**src/rtl/toggle_hs_pkg.sv**
```systemverilog
// Shared types and defaults for the toggle-handshake responder.
// Buffer occupancy encoding, default parameters and the parity helper.
package toggle_hs_pkg;

    typedef enum logic [1:0] {
        ST_EMPTY = 2'd0,
        ST_ONE   = 2'd1,
        ST_FULL  = 2'd2
    } buf_state_e;

    localparam int DEF_WIDTH       = 8;
    localparam int DEF_SYNC_STAGES = 2;
    localparam int DEF_CNT_W       = 16;

    // Even parity bit for a word zero-extended to 64 bits.
    function automatic logic even_par(input logic [63:0] d);
        return ^d;
    endfunction

endpackage

```
**src/rtl/toggle_hs_responder_sync.sv**
```systemverilog
// Toggle synchronizer + edge detector: SYNC_STAGES flop chain, last-seen level
// register and a pending flag. Reusable on the transmitter side for ack_tgl.
module toggle_sync #(
    parameter int SYNC_STAGES = 2
) (
    input  logic clk,
    input  logic reset,
    input  logic tgl_i,
    input  logic take_i,
    output logic tgl_s_o,
    output logic pending_o
);

    logic seen_q;

    generate
        if (SYNC_STAGES == 0) begin : g_direct
            assign tgl_s_o = tgl_i;
        end else begin : g_chain
            logic [SYNC_STAGES-1:0] sync_q;
            always_ff @(posedge clk) begin
                if (reset) begin
                    sync_q <= '0;
                end else begin
                    sync_q[0] <= tgl_i;
                    for (int i = 1; i < SYNC_STAGES; i++) sync_q[i] <= sync_q[i-1];
                end
            end
            assign tgl_s_o = sync_q[SYNC_STAGES-1];
        end
    endgenerate

    // The consumer decides when an offer is taken; only then is the level retired.
    always_ff @(posedge clk) begin
        if (reset)       seen_q <= 1'b0;
        else if (take_i) seen_q <= tgl_s_o;
    end

    assign pending_o = tgl_s_o ^ seen_q;

endmodule

```
**src/rtl/toggle_hs_responder.sv**
```systemverilog
// Receiving end of a two-phase toggle handshake with a 2-entry output buffer.
// Optional TOGGLE_HS_PARITY_EN adds req_par/par_err and drops bad-parity words.
module toggle_hs_responder
    import toggle_hs_pkg::*;
#(
    parameter int WIDTH       = DEF_WIDTH,
    parameter int SYNC_STAGES = DEF_SYNC_STAGES,
    parameter int CNT_W       = DEF_CNT_W
) (
    input  logic             clk,
    input  logic             reset,
    input  logic             req_tgl,
    input  logic [WIDTH-1:0] req_data,
`ifdef TOGGLE_HS_PARITY_EN
    input  logic             req_par,
    output logic             par_err,
`endif
    output logic             ack_tgl,
    output logic             out_valid,
    output logic [WIDTH-1:0] out_data,
    input  logic             out_ready,
    output logic             stall,
    output logic [CNT_W-1:0] event_count
);

    buf_state_e       state_q, state_d;
    logic [WIDTH-1:0] head_q, head_d;
    logic [WIDTH-1:0] tail_q, tail_d;
    logic             ack_q, ack_d;
    logic [CNT_W-1:0] cnt_q, cnt_d;
    logic             pending, req_s;
    logic             take, wr, pop, par_ok;

    toggle_sync #(.SYNC_STAGES(SYNC_STAGES)) u_sync (
        .clk      (clk),
        .reset    (reset),
        .tgl_i    (req_tgl),
        .take_i   (take),
        .tgl_s_o  (req_s),
        .pending_o(pending)
    );

`ifdef TOGGLE_HS_PARITY_EN
    logic par_err_q;
    assign par_ok  = (even_par(64'(req_data)) == req_par);
    assign par_err = par_err_q;
    always_ff @(posedge clk) begin
        if (reset) par_err_q <= 1'b0;
        else       par_err_q <= take && !par_ok;
    end
`else
    assign par_ok = 1'b1;
`endif

    // Capture looks at registered occupancy only: a same-edge pop never frees FULL.
    assign take = pending && (state_q != ST_FULL);
    assign wr   = take && par_ok;
    assign pop  = (state_q != ST_EMPTY) && out_ready;

    always_comb begin
        state_d = state_q;
        head_d  = head_q;
        tail_d  = tail_q;
        ack_d   = ack_q;
        cnt_d   = cnt_q;
        if (take) ack_d = ~ack_q;
        if (wr)   cnt_d = cnt_q + CNT_W'(1);
        case (state_q)
            ST_EMPTY: begin
                if (wr) begin
                    head_d  = req_data;
                    state_d = ST_ONE;
                end
            end
            ST_ONE: begin
                if (wr && pop) begin
                    head_d = req_data;
                end else if (wr) begin
                    tail_d  = req_data;
                    state_d = ST_FULL;
                end else if (pop) begin
                    state_d = ST_EMPTY;
                end
            end
            ST_FULL: begin
                if (pop) begin
                    head_d  = tail_q;
                    state_d = ST_ONE;
                end
            end
            default: state_d = ST_EMPTY;
        endcase
    end

    always_ff @(posedge clk) begin
        if (reset) begin
            state_q <= ST_EMPTY;
            head_q  <= '0;
            tail_q  <= '0;
            ack_q   <= 1'b0;
            cnt_q   <= '0;
        end else begin
            state_q <= state_d;
            head_q  <= head_d;
            tail_q  <= tail_d;
            ack_q   <= ack_d;
            cnt_q   <= cnt_d;
        end
    end

    assign ack_tgl     = ack_q;
    assign out_valid   = (state_q != ST_EMPTY);
    assign out_data    = head_q;
    assign stall       = pending && (state_q == ST_FULL);
    assign event_count = cnt_q;

endmodule

```
**config.mk**
```make
export PLATFORM = sky130hd
export DESIGN_NAME = toggle_hs_responder
export DESIGN_NICKNAME = d
export VERILOG_FILES = /design/src/rtl/toggle_hs_pkg.sv /design/src/rtl/toggle_hs_responder_sync.sv /design/src/rtl/toggle_hs_responder.sv
export SDC_FILE = /design/constraint.sdc
export NUM_CORES = 1
export LEC_CHECK = 0
export CORE_MARGIN = 1
export CORE_UTILIZATION = 48
export CTS_CLUSTER_SIZE = 20
export DETAILED_ROUTE_END_ITERATION = 7
export PLACE_DENSITY = 0.74
export REMOVE_ABC_BUFFERS = 1
export SETUP_SLACK_MARGIN = 0.4
export SLEW_MARGIN = 20
export SYNTH_ARGS = -nofsm -noshare
export SYNTH_HDL_FRONTEND = slang
export SYNTH_SLANG_ARGS = --single-unit
```
**constraint.sdc**
```tcl
create_clock -name clk -period 1.7 [get_ports clk]
set_clock_uncertainty 0.05 [all_clocks]
set_input_delay 0.34 -clock clk [delete_from_list [all_inputs] [get_ports clk]]
set_output_delay 0.34 -clock clk [all_outputs]
set_load 0.01 [all_outputs]
```
==> impl_metrics.ini, run 1 <==
[routing]
ant_nets = 0
wl_met1_um = 2160
highest_layer = met4
dr_wl_met2_um = 2990
vias = 1811
totalWireLength_um = 5840
firstDrtPassIters = 5
remaining_drc_errors = 0
viasPerCell = 5.82
drtIter0Drc = 171
wl_per_cell_um = 18.8
dr_wl_met3_um = 416

[cts]
holdBufCountCts = 0
clock_latency_ns = 0.36
path_clk_slew_ns = 0.10
cts.root.buffer_cell = clkbuf_4
ctsHtreeMaxLevel = 2
cts.sink_count = 38
cts_tree = built
clockBufferDepth = 2
cts_made_buffers = 5

[placed_design]
port_buffers = 38
pre_cts_slack_ns = -0.142
gp_congestion = 0.780
hpwlAfterDp_um = 2620

[floorplan]
start_util_pct = 51.9
die_x_um = 60.4
rows = 20
die_h_um = 60.4
io_pins = 39
core_um2 = 3150
die_area_um2 = 3650

[synthesis]
synth.distinct_cells = 30
syn_inst = 184
synth_seq_cells = 38
synthesis.area_um2 = 1640
synthTopCellsByArea = dfxtp_1 46%, nor2_1 6.0%, mux2i_1 5.5%
yosys.area.top_type = dfxtp_1
yosysWarnings = 0
yosysSeqAreaShare_pct = 46.5
synth_top_cell_area_share_pct = 46.5
synth_area_per_cell_um2 = 8.89

[timing]
fmax_ghz = 0.607
rsz0062_at_grt = true
finalCritPeriodShare_pct = 96.9
finalHoldViolCount = 0
finalMaxSlewViolations = 0
fin_crit_ns = 1.65
slew-limit-headroom_pct = 79.4
worst_pin_slew_ns = 0.308
holdWs_ns = 0.410
worst_slack_ns = 0.0531
setup_viol = 0

[grt]
grt_max_degree = 39
grt_pass1_wl_um = 7860
grt_usage_pct = 29.7
grt_pass1_vias = 1649
antenna_found_initial = 0
grt_remaining_overflow = 0

[final_layout]
final_cell_mix = 32 x buf_4, 25 x buf_2, 23 x nor2_1
layout.nets = 280
fill_cells = 169
drive_gt1_share_pct = 55.1
final_common_cell = buf_4
insertedDiodeCount = 0
area_delta_synth_final_pct = 65.1

[worst_setup_path]
worstPathArrival_ns = 1.83
path_max_fanout = 8
worstPathRequired_ns = 1.89
startpoint_type = register
crit_type = reg2reg
crit_path_end_kind = register
ff2ff_setup_slack_ns = 0.05
ff2ff_path_depth = 6

[min_path]
holdPathStages = 1
hp-class = reg2reg

[power_and_ir_drop]
seqPwrFrac_pct = 56.5
vdd_drop_max_v = 0.000443
p_int_mw = 1.21
clkPwrFrac_pct = 27.1
power.switching_mw = 0.430
leakage_nw = 1.13
switching_share_pct = 26.1
p_comb_share_pct = 16.4
powerDensity_nw_per_um2 = 608

[job]
drv_cap = 0

[run_status]
outcome = finished clean
-- timing repair --
action	4_1_cts	5_1_grt
hold endpoints to repair	0	0
buffers inserted	30	8
endpoints found under the setup margin	59	52
gates resized for setup	163	53
cloned	2	0
pin swaps	25	19
-- final cells by class --
class	count	area (µm²)	area share (%)
multi-input combinational	134	1050	39.0
sequential	38	817	30.2
inverter	2	7.51	0.278
tap	44	55.1	2.04
clock buffer	7	45.0	1.67
timing repair buffer	86	723	26.8
-- path summary, 6_finish.rpt --
kind | startpoint | endpoint
hold / removal | u_sync.g_chain.sync_q[0] | u_sync.g_chain.sync_q[1]
setup / recovery | u_sync.seen_q | out_data[6]
setup reg to reg | u_sync.seen_q | out_data[6]
hold reg to reg | u_sync.g_chain.sync_q[0] | u_sync.g_chain.sync_q[1]
-- stage by stage --
stage	cell area (µm²)	setup TNS, ns	power [mW]	util [%]	cells
floorplan	1580	0	1.03	-	173
global placement	2110	-0.856	1.14	66.9	264
detailed placement	2110	-1.89	1.15	66.9	264
CTS	2550	0	1.61	81.0	303
global route	2700	0	1.70	85.7	311
finish	2700	0	1.64	85.7	311
-- state kept, by name (all words and copies together), names as in the netlist --
signal                 flops
u_sync.g_chain.sync_q      2
tail_q                     8
out_data                   8
event_count               16
ack_tgl                    1
u_sync.seen_q              1
state_q                    2
-- logic make-up (layout without fill, tap and decap cells) --
kind of cell	Yosys count	in the layout	share of synthesized area (%)
and+or+nand+nor	82	83	24.9
DFF	38	38	46.5
AOI/OAI and AO/OA	32	32	13.2
buffers and inverters	13	95	3.82
xor gates and xnor gates	9	9	5.28
muxes	9	9	5.50
adders and majority gates	1	1	0.764
-- critical path: stages, from the launching register on --
cell and delay, ns:
dfxtp_4 0.40, xnor2_4 0.16, buf_6 0.13, o32ai_4 0.30, buf_12 0.17, nor2_1 0.06, a311oi_1 0.28
-- per-layer routing --
metal | up-vias | GRT usage [%]
met5 | - | 0
li1 | 813 | -
met2 | 103 | 49.9
met4 | 0 | 15.3
met1 | 860 | 34.8
met3 | 35 | 7.89
-- cells in the mapped netlist --
cell type and number:
nand3b_1 1, nor2_1 26, a21oi_1 12, nand2_1 21, and4_1 2, ha_1 1
buf_6 1, nand2b_1 1, clkbuf_1 6, xor2_1 3, nor2b_1 4, nand3_1 5
dfxtp_1 38, and3_1 1, or3_1 10, buf_1 1, or2_2 1, o32ai_4 1
buf_4 1, o21ai_0 10, mux2i_1 9, inv_1 2, and2_1 3, a311oi_1 8
a2bb2oi_1 1, xnor2_1 5, nand4_2 2, nand4_1 5, buf_2 2, xor2_2 1
-- power by group through the flow --
stage | Combinational [mW] | Clock (mW) | Sequential, mW
floorplan | 0.0670 | 0 | 0.961
detailed placement | 0.193 | 0 | 0.953
global placement | 0.187 | 0 | 0.951
finish | 0.270 | 0.445 | 0.929
global route | 0.284 | 0.487 | 0.932
CTS | 0.237 | 0.441 | 0.928
No activity file was read; power rests on OpenSTA's default activity.
==> run 2, diff against run 1 <==
--- a/config.mk
+++ b/config.mk
@@ -9,6 +9,7 @@
 export CORE_UTILIZATION = 48
 export CTS_CLUSTER_SIZE = 20
 export DETAILED_ROUTE_END_ITERATION = 7
+export GPL_TIMING_DRIVEN = 0
 export PLACE_DENSITY = 0.74
 export REMOVE_ABC_BUFFERS = 1
 export SETUP_SLACK_MARGIN = 0.4
==> impl_metrics.ini, run 2 (synthesized netlist as in run 1, its figures left out) <==
[grt]
antenna_found_initial = 0
grt_remaining_overflow = 0
grt_max_degree = 39
grt_pass1_vias = 1717
grt_usage_pct = 30.4
grt_pass1_wl_um = 7930

[worst_setup_path]
r2r_end = event_count[7]
cpMaxStageDelayCell = dfxtp_4
ff2ff_setup_slack_ns = 0.02
worstPathRequired_ns = 1.92
startpoint_type = register
path_buf_inv = 1
crit_type = reg2reg
reg2reg_from = u_sync.seen_q
path_cells = buf_12, xor2_4, nand4_4, or3_1, a21oi_1
crit_family = simple AND/OR/NAND/NOR gates
worstPathArrival_ns = 1.89
path_max_fanout = 11
ff2ff_path_depth = 5
cp_slowest_stage_delay_ns = 0.39
crit_path_end_kind = register

[power_and_ir_drop]
leakage_nw = 1.10
p_total_mw = 1.72
powerDensity_nw_per_um2 = 654
vdd_drop_max_v = 0.000673

[cts]
ctsHtreeMaxLevel = 2
cts.sink_count = 38
cts_tree = built
cts.root.buffer_cell = clkbuf_4
clockBufferDepth = 2
holdBufCountCts = 0
clock_latency_ns = 0.35
path_clk_slew_ns = 0.11
cts_made_buffers = 5

[timing]
worst_pin_slew_ns = 0.762
slew-limit-headroom_pct = 49.2
fin_crit_ns = 1.68
rsz0062_at_grt = true
finalHoldViolCount = 0
setup_viol = 0
finalCritPeriodShare_pct = 98.6
fmax_ghz = 0.597
holdWs_ns = 0.410
finalMaxSlewViolations = 0

[floorplan]
io_pins = 39
start_util_pct = 51.9
core_um2 = 3150
die_x_um = 60.4
rows = 20
die_h_um = 60.4
die_area_um2 = 3650

[final_layout]
layout.nets = 274
area_delta_synth_final_pct = 60.9
final_area_um2 = 2630
final_cell_mix = 24 x buf_4, 23 x buf_2, 21 x nor2_1, 21 x nand2_1, 21 x dfxtp_2
final_cells = 306
final_util_pct = 83.5
insertedDiodeCount = 0
largest_reg_flops = 16
final_common_cell = buf_4
drive_gt1_share_pct = 49.6

[placed_design]
gp_congestion = 0.722
port_buffers = 38
placed_cell_area_um2 = 2010
hpwlAfterDp_um = 2410
dp_cells = 255

[routing]
firstDrtPassIters = 4
drtIter0Drc = 134
totalWireLength_um = 5400
wl_per_cell_um = 17.7
vias = 1738
ant_nets = 0
remaining_drc_errors = 0
viasPerCell = 5.68

[min_path]
hp-class = reg2reg
min_to = u_sync.g_chain.sync_q[1]
min_from = u_sync.g_chain.sync_q[0]
holdPathStages = 1

[run_status]
outcome = finished clean

[job]
drv_cap = 0
run 2: cell types whose count changed in the layout (fill, tap and decap cells not counted), sizes merged:
cell / delta
buf: -6
clkdlybuf4s15: +1
clkinv: +1
dlygate4sd2: -1
run 2: repair_timing:
item | 4_1_cts | 5_1_grt
cloned | 2 | 0
pin swaps | 17 | 10
buffers inserted | 32 | 9
endpoints found under the setup margin | 63 | 50
hold endpoints to repair | 0 | 0
gates resized for setup | 171 | 22
run 2: through the flow:
stage                     setup slack (ns)  TNS, ns
after floorplan                     0.0443        0
after global placement              -0.452   -12.68
after detailed placement            -0.496   -10.76
after CTS                            0.101        0
after global routing               -0.0216  -0.0504
final                               0.0243        0
run 2: final cells by class:
| type | instances | area (µm²) |
|---|---|---|
| Tap cell | 44 | 55.1 |
| Inverter | 2 | 7.51 |
| Fill cell | 182 | 519 |
| Sequential cell | 38 | 813 |
| Clock buffer | 7 | 55.1 |
| Timing Repair Buffer | 80 | 709 |
| Multi-Input combinational cell | 134 | 988 |
| Clock inverter | 1 | 5.00 |
run 2: worst max path at each step:
| stage | cells past startpoint | end | startpoint | slack, ns |
|---|---|---|---|---|
| 2_1_floorplan | 4 | event_count[11] | state_q[0] | 0.04 |
| 3_3_place_gp | 5 | tail_q[1] | out_ready | -0.45 |
| 3_5_place_dp | 5 | tail_q[2] | out_ready | -0.50 |
| 4_1_cts | 7 | out_data[7] | u_sync.g_chain.sync_q[1] | 0.10 |
| 5_1_grt | 7 | event_count[10] | u_sync.seen_q | -0.02 |
| 6_report | 5 | event_count[7] | u_sync.seen_q | 0.02 |
run 2: metal layers:
layer  track usage, %  share of wire [%]  up-vias
met5                0                  0        -
met4             16.3                2.7        0
met3             8.32                5.7       14
met2             51.8                 52       74
met1             34.5                 40      841
li1                 -                  -      809
run 2: power by group:
part           internal, mW  switching, mW  leakage, nW  total (mW)
logic                 0.153          0.124        0.745       0.278
clock network         0.201          0.313       0.0353       0.514
registers             0.910         0.0214        0.323       0.931
total                  1.26          0.459         1.10        1.72
==> run 3, diff against run 2 <==
--- a/config.mk
+++ b/config.mk
@@ -10,6 +10,7 @@
 export CTS_CLUSTER_SIZE = 20
 export DETAILED_ROUTE_END_ITERATION = 7
 export GPL_TIMING_DRIVEN = 0
+export HOLD_SLACK_MARGIN = 0.02
 export PLACE_DENSITY = 0.74
 export REMOVE_ABC_BUFFERS = 1
 export SETUP_SLACK_MARGIN = 0.4
==> results of run 3 <==
Final layout, timing and power as in run 2 (identical DEF).
